[config.mk]
export PLATFORM = sky130hd
export DESIGN_NAME = io_responder
export DESIGN_NICKNAME = d
export VERILOG_FILES = /design/src/rtl/io_pkg.sv /design/src/rtl/io_fifo.sv /design/src/rtl/io_responder.sv
export SDC_FILE = /design/constraint.sdc
export NUM_CORES = 1
export LEC_CHECK = 0
export CAP_MARGIN = 20
export CORE_UTILIZATION = 35
export DETAILED_ROUTE_END_ITERATION = 6
export PLACE_DENSITY = 0.57
export SYNTH_ARGS = -nofsm -noshare
export SYNTH_HDL_FRONTEND = slang
export SYNTH_SLANG_ARGS = --single-unit
[constraint.sdc]
create_clock -name clk -period 4.65 [get_ports clk]
set_clock_uncertainty 0.05 [all_clocks]
set_input_delay 0.6975 -clock clk [delete_from_list [all_inputs] [get_ports clk]]
set_output_delay 0.6975 -clock clk [all_outputs]
set_load 0.03 [all_outputs]
[src/rtl/io_pkg.sv]
// Shared types and defaults for the console I/O responder.
package io_pkg;

  localparam int unsigned TX_DEPTH_DEF  = 16;
  localparam int unsigned RX_DEPTH_DEF  = 16;
  localparam int unsigned IO_BYTE_W     = 8;
  localparam int unsigned IO_WORD_BYTES = 4;
  localparam int unsigned IO_DATA_W     = 32;

  typedef logic [IO_BYTE_W-1:0] io_byte_t;
  typedef logic [IO_WORD_BYTES-1:0][IO_BYTE_W-1:0] io_window_t;

  // Entry 0 of the window is the oldest byte and lands in the low lane.
  function automatic logic [IO_DATA_W-1:0] pack_le(input io_window_t w);
    return IO_DATA_W'(w);
  endfunction

endpackage

[src/rtl/io_fifo.sv]
// Synchronous byte FIFO with a four-entry head window and 1- or 4-entry pops.
module io_fifo
  import io_pkg::*;
#(
  parameter int unsigned DEPTH = 16,
  parameter int unsigned POP_W = 1
) (
  input  logic                   clk,
  input  logic                   rst,
  input  logic                   push_i,
  input  io_byte_t               push_data_i,
  input  logic                   pop_i,
  output logic [$clog2(DEPTH):0] count_o,
  output logic                   full_o,
  output logic                   empty_o,
  output io_window_t             head_o
);

  localparam int unsigned AW = $clog2(DEPTH);
  localparam int unsigned CW = AW + 1;

  io_byte_t        mem_q [DEPTH];
  logic [AW-1:0]   wr_ptr_q, wr_ptr_d;
  logic [AW-1:0]   rd_ptr_q, rd_ptr_d;
  logic [CW-1:0]   count_q,  count_d;

  // Callers gate push with !full and pop with count >= POP_W.
  always_comb begin
    wr_ptr_d = wr_ptr_q;
    rd_ptr_d = rd_ptr_q;
    count_d  = count_q + CW'(push_i) - (pop_i ? CW'(POP_W) : CW'(0));
    if (push_i) wr_ptr_d = wr_ptr_q + AW'(1);
    if (pop_i)  rd_ptr_d = rd_ptr_q + AW'(POP_W);
  end

  always_ff @(posedge clk) begin
    if (rst) begin
      wr_ptr_q <= '0;
      rd_ptr_q <= '0;
      count_q  <= '0;
    end else begin
      wr_ptr_q <= wr_ptr_d;
      rd_ptr_q <= rd_ptr_d;
      count_q  <= count_d;
    end
  end

  always_ff @(posedge clk) begin
    if (push_i) mem_q[wr_ptr_q] <= push_data_i;
  end

  // Head window wraps with the read pointer.
  always_comb begin
    head_o = '0;
    for (int k = 0; k < int'(IO_WORD_BYTES); k++) begin
      head_o[k] = mem_q[rd_ptr_q + AW'(k)];
    end
  end

  assign count_o = count_q;
  assign full_o  = (count_q == CW'(DEPTH));
  assign empty_o = (count_q == CW'(0));

endmodule

[src/rtl/io_responder.sv]
// Core-facing console I/O responder: TX/RX byte FIFOs between core and UART.
// IO_WORD_PACK_EN: serve input requests as little-endian 4-byte words.
module io_responder
  import io_pkg::*;
#(
  parameter int unsigned TX_DEPTH = TX_DEPTH_DEF,
  parameter int unsigned RX_DEPTH = RX_DEPTH_DEF
) (
  input  logic                 clk,
  input  logic                 rst,
  input  logic                 out_issued,
  input  logic [IO_DATA_W-1:0] out_data,
  output logic                 out_stall,
  input  logic                 in_issued,
  output logic                 in_stall,
  output logic [IO_DATA_W-1:0] in_data,
  output logic [IO_BYTE_W-1:0] tx_byte,
  output logic                 tx_valid,
  input  logic                 tx_ready,
  input  logic [IO_BYTE_W-1:0] rx_byte,
  input  logic                 rx_valid,
  output logic                 rx_overflow
);

  localparam int unsigned TCW = $clog2(TX_DEPTH) + 1;
  localparam int unsigned RCW = $clog2(RX_DEPTH) + 1;
`ifdef IO_WORD_PACK_EN
  localparam int unsigned RX_POP_W = IO_WORD_BYTES;
`else
  localparam int unsigned RX_POP_W = 1;
`endif

  logic [TCW-1:0] tx_count;
  logic           tx_full, tx_empty, tx_push, tx_pop;
  io_window_t     tx_head;
  logic [RCW-1:0] rx_count;
  logic           rx_full, rx_empty, rx_push, rx_pop, rx_ok;
  io_window_t     rx_head;
  logic           ovf_q, ovf_d;

  assign tx_push = out_issued && !tx_full;
  assign tx_pop  = tx_valid && tx_ready;

  io_fifo #(.DEPTH(TX_DEPTH), .POP_W(1)) u_tx_fifo (
    .clk         (clk),
    .rst         (rst),
    .push_i      (tx_push),
    .push_data_i (io_byte_t'(out_data[IO_BYTE_W-1:0])),
    .pop_i       (tx_pop),
    .count_o     (tx_count),
    .full_o      (tx_full),
    .empty_o     (tx_empty),
    .head_o      (tx_head)
  );

  assign out_stall = out_issued && tx_full;
  assign tx_valid  = !tx_empty;
  assign tx_byte   = tx_head[0];

  assign rx_push = rx_valid && !rx_full;
  assign rx_pop  = in_issued && rx_ok;

  io_fifo #(.DEPTH(RX_DEPTH), .POP_W(RX_POP_W)) u_rx_fifo (
    .clk         (clk),
    .rst         (rst),
    .push_i      (rx_push),
    .push_data_i (rx_byte),
    .pop_i       (rx_pop),
    .count_o     (rx_count),
    .full_o      (rx_full),
    .empty_o     (rx_empty),
    .head_o      (rx_head)
  );

  // Serve decisions look only at registered counts; a same-cycle push never helps.
`ifdef IO_WORD_PACK_EN
  logic unused_rx;
  assign rx_ok     = (rx_count >= RCW'(IO_WORD_BYTES));
  assign in_data   = rx_pop ? pack_le(rx_head) : '0;
  assign unused_rx = rx_empty;
`else
  logic unused_rx;
  assign rx_ok     = !rx_empty;
  assign in_data   = rx_pop ? IO_DATA_W'(rx_head[0]) : '0;
  assign unused_rx = ^{rx_count, rx_head[IO_WORD_BYTES-1:1]};
`endif

  assign in_stall = in_issued && !rx_ok;

  logic unused_tx;
  assign unused_tx = ^{tx_count, tx_head[IO_WORD_BYTES-1:1], out_data[IO_DATA_W-1:IO_BYTE_W]};

  // Overflow is sticky until reset.
  always_comb begin
    ovf_d = ovf_q;
    if (rx_valid && rx_full) ovf_d = 1'b1;
  end

  always_ff @(posedge clk) begin
    if (rst) ovf_q <= 1'b0;
    else     ovf_q <= ovf_d;
  end

  assign rx_overflow = ovf_q;

endmodule

# --- Word-level counts from Yosys, hierarchy flattened ---
# Memory sizes are Yosys's and may differ from the RTL's. A register that Yosys moved wholly into a read port is not among the register bits.
# Index checks and enable logic that the tools add are counted.
word_totals:
  reg_bits: 27
  ramBits: 256
  in_bits: 46
  output_inout_bits: 44
  word_cells: 43
  n_memories: 2
memory_table:
  columns: ["memory", "words", "width", "rd", "rd_clocked_by_memory_dff", "wr", "line", "source"]
  rows:
  - ["u_rx_fifo.mem_q", 16, 8, 1, 1, 1, "io_fifo.sv:22", "io_byte_t mem_q [DEPTH];"]
  - ["u_tx_fifo.mem_q", 16, 8, 1, 1, 1, "io_fifo.sv:22", null]
op_classes:
  n_addsub: 8
  n_eq_ne: 2
  n_mux: 11
  n_reduce_logical: 13
op_table:
  columns: ["cell", "n"]
  rows:
  - ["adder 4 x 1 -> 4 bit, second input constant", 4]
  - ["2-to-1 mux 4 bit", 4]
  - ["adder 5 x 1 -> 5 bit", 2]
  - ["== test 5 bit, second input constant", 2]
  - ["zero test 5 bit", 2]
  - ["subtractor 5 bit", 2]
  - ["2-to-1 mux 8 bit", 1]
  - ["logical AND 1 bit", 7]
  - ["2-to-1 mux 1 bit", 6]
  - ["zero test 1 bit", 4]

# --- Logic depth before layout (Yosys ltp) ---
logic_depth:
  word_depth: 5
  ltp_mapped: 15
  depth_no_buf: 14

# --- Cells and area by module ---
# Synthesis repeated with hierarchy kept, for this count alone.
hier_totals:
  cells_unflattened: 1044
  area_unflattened_um2: 17867.1
by_module_without_submodules:
  columns: ["module", "instances", "cells_per_inst", "area_each_um2", "seq_area_each_um2"]
  rows:
  - ["io_fifo at u_tx_fifo", 1, 500, 8768.4, 4184.0]
  - ["io_fifo at u_rx_fifo", 1, 500, 8764.7, 4184.0]
  - ["io_responder", 1, 44, 334.1, 20.0]

# --- Least setup slack after synthesis ---
# OpenSTA, ideal clock, no wires.
synth_path:
  path_type: "register to register"
  start: "register u_tx_fifo.count_q[3], in the netlist u_tx_fifo.count_o[3]"
  end: "register u_tx_fifo.count_q[4], in the netlist u_tx_fifo.count_o[4]"
  setup_time_ns: 0.131
  arrival_time_ns: 2.692
  setup_slack_ns: 1.777
  path_stages_with_launch: 16
  n_path_buf: 1
  cell_sequence: "dfxtp_1 inv_1 ha_1 or4b_1 clkbuf_1 nand2_1 inv_1 ha_1 inv_1 ha_1 inv_1 fa_1 nor2b_1 o21bai_1 a21oi_1 nor3b_1"
synth_via:
  elab_chain_cells: 5
synth_rtl:
  columns: ["element", "line", "source"]
  rows:
  - ["start: declaration", "io_fifo.sv:25", "logic [CW-1:0] count_q, count_d;"]
  - ["start signal: assignment", "io_fifo.sv:44", "count_q <= count_d;"]
  - ["zero test 5 bit", "io_fifo.sv:62", "assign empty_o = (count_q == CW'(0));"]
  - ["zero test 1 bit", "io_responder.sv:57", "assign tx_valid = !tx_empty;"]
  - ["net tx_valid", "io_responder.sv:18", "output logic tx_valid,"]
  - ["logical AND 1 bit", "io_responder.sv:42", "assign tx_pop = tx_valid && tx_ready;"]
  - ["2-to-1 mux 1 bit", "io_fifo.sv:31", "count_d = count_q + CW'(push_i) - (pop_i ? CW'(POP_W) : CW'(0));"]
  - ["subtractor 5 bit", "io_fifo.sv:31", null]
# The timed path passes the listed nets, and every way through them passes these cells.
# A chain may end at the register's enable or synchronous reset.

==> out/results.tsv <==
stage	metric	value	unit
worst_setup_path	crit_family	flip-flops	
die	die_h	185.7	µm
timing	finalCritPeriodShare	91.16	%
power	intPower	0.005032	W
global_route	grt_pass1_wl	36000	µm
route	drt-initial-drc-count	508	
worst_setup_path	slowest_delay	0.94	ns
worst_setup_path	critPathRequiredTime	3.90	ns
synthesis	synth_area	11820	µm²
power	ir_drop	0.3637	mV
power	p_clk_share	32.9	%
worst_setup_path	critPathKind	flop to primary output	
cells_and_area	fin_nets	789	
worst_setup_path	crit_slowest_cell	dfxtp_1	
timing	worst_pin_slew	1.108	ns
route	drc	0	
synthesis	synth_common_cells	edfxtp_1 (256), mux4_2 (55), nor2_1 (43), dfxtp_1 (35), buf_4 (28)	
power	switching_share	27.21	%
route	met3RoutedLength	971	µm
global_route	grt_use_total	14.07	%
route	drt-met1-wl	10260	µm
synthesis	ys_seq_area_share	70.99	%
route	dr.pass1.iters	5	
route	vias	5832	
timing	rsz0062_at_grt	no	
clocking	ctsHtreeMaxLevel	1	
timing	maxSlewViolCount	0	
placement	placed_cells	1128	
global_route	grt_antenna_before_repair	0	
route	drt_wl_total	23220	µm
synthesis	synth_top_cell_by_area	edfxtp_1	
worst_setup_path	cpMostUsedCell	a211oi_1	
clocking	cts_tree	yes	
route	ant_nets	0	
route	routedWlPerCell	19.61	µm
synthesis	synthArstFlopShare	0	%
global_route	gr-total-overflow	0	
clocking	cts.clk_slew.worst_paths	0.06	ns
placement	port_buffers	41	
die	core_area	32870	µm²
power	p_comb_share	22.0	%
die	pin_count	90	
power	p_leak	4.450	nW
clocking	cts-root-buf	clkbuf_16	
power	switchingPower	0.001881	W
clocking	cts_setup_buffers	0	
clocking	insertion_delay	0.53	ns
power	p_seq_share	45.0	%
route	routed.top_layer	met4	
route	route.met2.wl	11290	µm
synthesis	synth_cell_types	39	
die	dieArea	34500	µm²
synthesis	synthFlopType	edfxtp_1	
die	die_w	185.7	µm
synthesis	synthCells	660	
clocking	cts_buffers	29	
min_path	hp-class	flop to flop	
cells_and_area	area_growth	15.33	%
cells_and_area	finalNonFillerCells	1184	
synthesis	synth_top_area_share	65.06	%
power	p_per_area	507.3	nW/µm²
worst_setup_path	critPathMaxFanout	15	
timing	maxSlewHeadroom	25.48	%
placement	gp_congestion	0.7661	
clocking	hold_buffers	0	
timing	setup_viol	0	
die	start_util	35.95	%
cells_and_area	multi_input_comb_area	3054	µm²
timing	tns	0	ns
clocking	ctsResizeCount	0	
synthesis	synth_area_leaders	edfxtp_1 (65%), mux4_2 (10%), dfxtp_1 (5.9%), ha_1 (2.2%), mux4_1 (2.0%)	
cells_and_area	fillers	2958	
flow_run	cap_viol_max_count	0	
global_route	grt_max_degree	33	
route	viasPerCell	4.926	
worst_setup_path	endpoint_kind	primary output	
timing	hold_viol	0	
global_route	grt_pass1_vias	6167	
synthesis	synth_edf_count	256	
placement	dp_hpwl	15240	µm
synthesis	syn_area_per_cell	17.90	µm²
run_status	status	completed	
clocking	cts_sinks	291	
worst_setup_path	worstPathCellList	mux4_1 > nor2b_1 > a211oi_1 > a211oi_1 > clkdlybuf4s50_1	
worst_setup_path	crit_arrival	3.49	ns
timing	fmax	235.9	MHz
die	std_cell_rows	66	
cells_and_area	antenna_cells	0	
cells_and_area	drive_gt1_share	16.31	%
timing	period_needed	4.239	ns
synthesis	yosys_register_bits	291	
synthesis	yosys_warnings	0	
cells_and_area	regArea	8389	µm²
worst_setup_path	start_kind	flop	
synthesis	yosysMostFrequentCell	edfxtp_1	
worst_setup_path	worst-path-buf-inv	1	
clocking	ctsLongestPathBuffers	3	
==> final cells by class <==
| type | count | area share, % |
|---|---|---|
| tap | 442 | 4.058 |
| multi-input combinational | 309 | 22.41 |
| inverter | 26 | 0.7162 |
| clock buffer | 34 | 5.463 |
| timing repair buffer | 63 | 4.407 |
| clock inverter | 19 | 1.377 |
| sequential | 291 | 61.56 |
==> metal layers <==
| layer | global-route usage, % | up-vias |
|---|---|---|
| met1 | 18.31 | 2999 |
| li1 | - | 2637 |
| met2 | 23.85 | 145 |
| met3 | 2.230 | 51 |
| met4 | 4.820 | 0 |
| met5 | 0 | - |
==> layout by cell type (no fill, tap or decap), drive strengths merged, types with 10 or more instances in the layout <==
| cell type | synthesis | layout |
|---|---|---|
| dfxtp | 35 | 35 |
| xor2 | 11 | 11 |
| mux4 | 64 | 64 |
| edfxtp | 256 | 256 |
| nor2 | 43 | 43 |
| nor2b | 16 | 16 |
| clkbuf | 13 | 36 |
| clkinv | 0 | 13 |
| clkdlybuf4s50 | 0 | 41 |
| nand2 | 20 | 20 |
| ha | 21 | 21 |
| conb | 1 | 24 |
| buf | 44 | 20 |
| a211oi | 16 | 16 |
| a22oi | 16 | 16 |
| inv | 26 | 26 |
| a21oi | 10 | 10 |
| nor3 | 10 | 10 |
| nand3 | 12 | 12 |
==> flip-flops by register name, indices dropped and copies added (netlist names), named ones only <==
name	cells
u_rx_fifo.count_o	5
u_tx_fifo.rd_ptr_q	4
rx_overflow	1
u_rx_fifo.wr_ptr_q	4
u_tx_fifo.wr_ptr_q	4
u_tx_fifo.mem_q	128
u_rx_fifo.rd_ptr_q	4
u_rx_fifo.mem_q	128
u_tx_fifo.count_o	5
==> per-stage QoR <==
| step | worst slack [ns] | cell area, µm² | total power (W) | utilization (%) | hold WS (ns) |
|---|---|---|---|---|---|
| 4_1_cts | 0.3368 | 13590 | 0.006991 | 41.35 | 0.4343 |
| 3_5_place_dp | 0.9549 | 12660 | 0.004704 | 38.52 | 0.4202 |
| 5_1_grt | 0.2759 | 13630 | 0.007230 | 41.46 | 0.4744 |
| 6_report | 0.4110 | 13630 | 0.006913 | 41.46 | 0.4265 |
| 2_1_floorplan | 1.777 | 11900 | 0.004208 | - | 0.4129 |
| 3_3_place_gp | 0.9793 | 12660 | 0.004642 | 38.52 | 0.4113 |
==> final timing paths <==
kind / startpoint / end / slack, ns / cells past startpoint
worst max-delay path: flop / in_data[7] / 0.41 / 5
worst min-delay path: rx_overflow / rx_overflow / 0.43 / 2
worst max register to register: u_tx_fifo.count_o[2] / u_tx_fifo.count_o[4] / 1.66 / 14
worst min register to register: rx_overflow / rx_overflow / 0.43 / 2
==> power groups by stage <==
stage,combinational [W],clock (W),sequential (W)
6_report,0.00152,0.00228,0.00311
3_3_place_gp,0.00148,0,0.00316
4_1_cts,0.00154,0.00233,0.00312
5_1_grt,0.00167,0.00243,0.00314
2_1_floorplan,0.00112,0,0.00309
3_5_place_dp,0.00153,0,0.00318
==> tightest hold or removal path, delay by kind of cell, from the launching register on <==
| family | cells | cell delay (ns) |
|---|---|---|
| DFF | 1 | 0.32 |
| and+or+nand+nor | 2 | 0.12 |
==> kinds of logic (layout without fill, tap and decap cells) <==
logic type | after synthesis | in the layout | synth area share, %
DFF | 291 | 291 | 70.99
and+or+nand+nor | 127 | 127 | 5.401
buffers and inverters | 83 | 142 | 3.886
muxes | 72 | 72 | 13.16
AOI/OAI and AO/OA | 47 | 47 | 2.775
adders and majority gates | 23 | 23 | 2.563
xor gates and xnor gates | 16 | 16 | 1.186
other | 1 | 24 | 0.03174
Power figures use the tool's default switching activity.
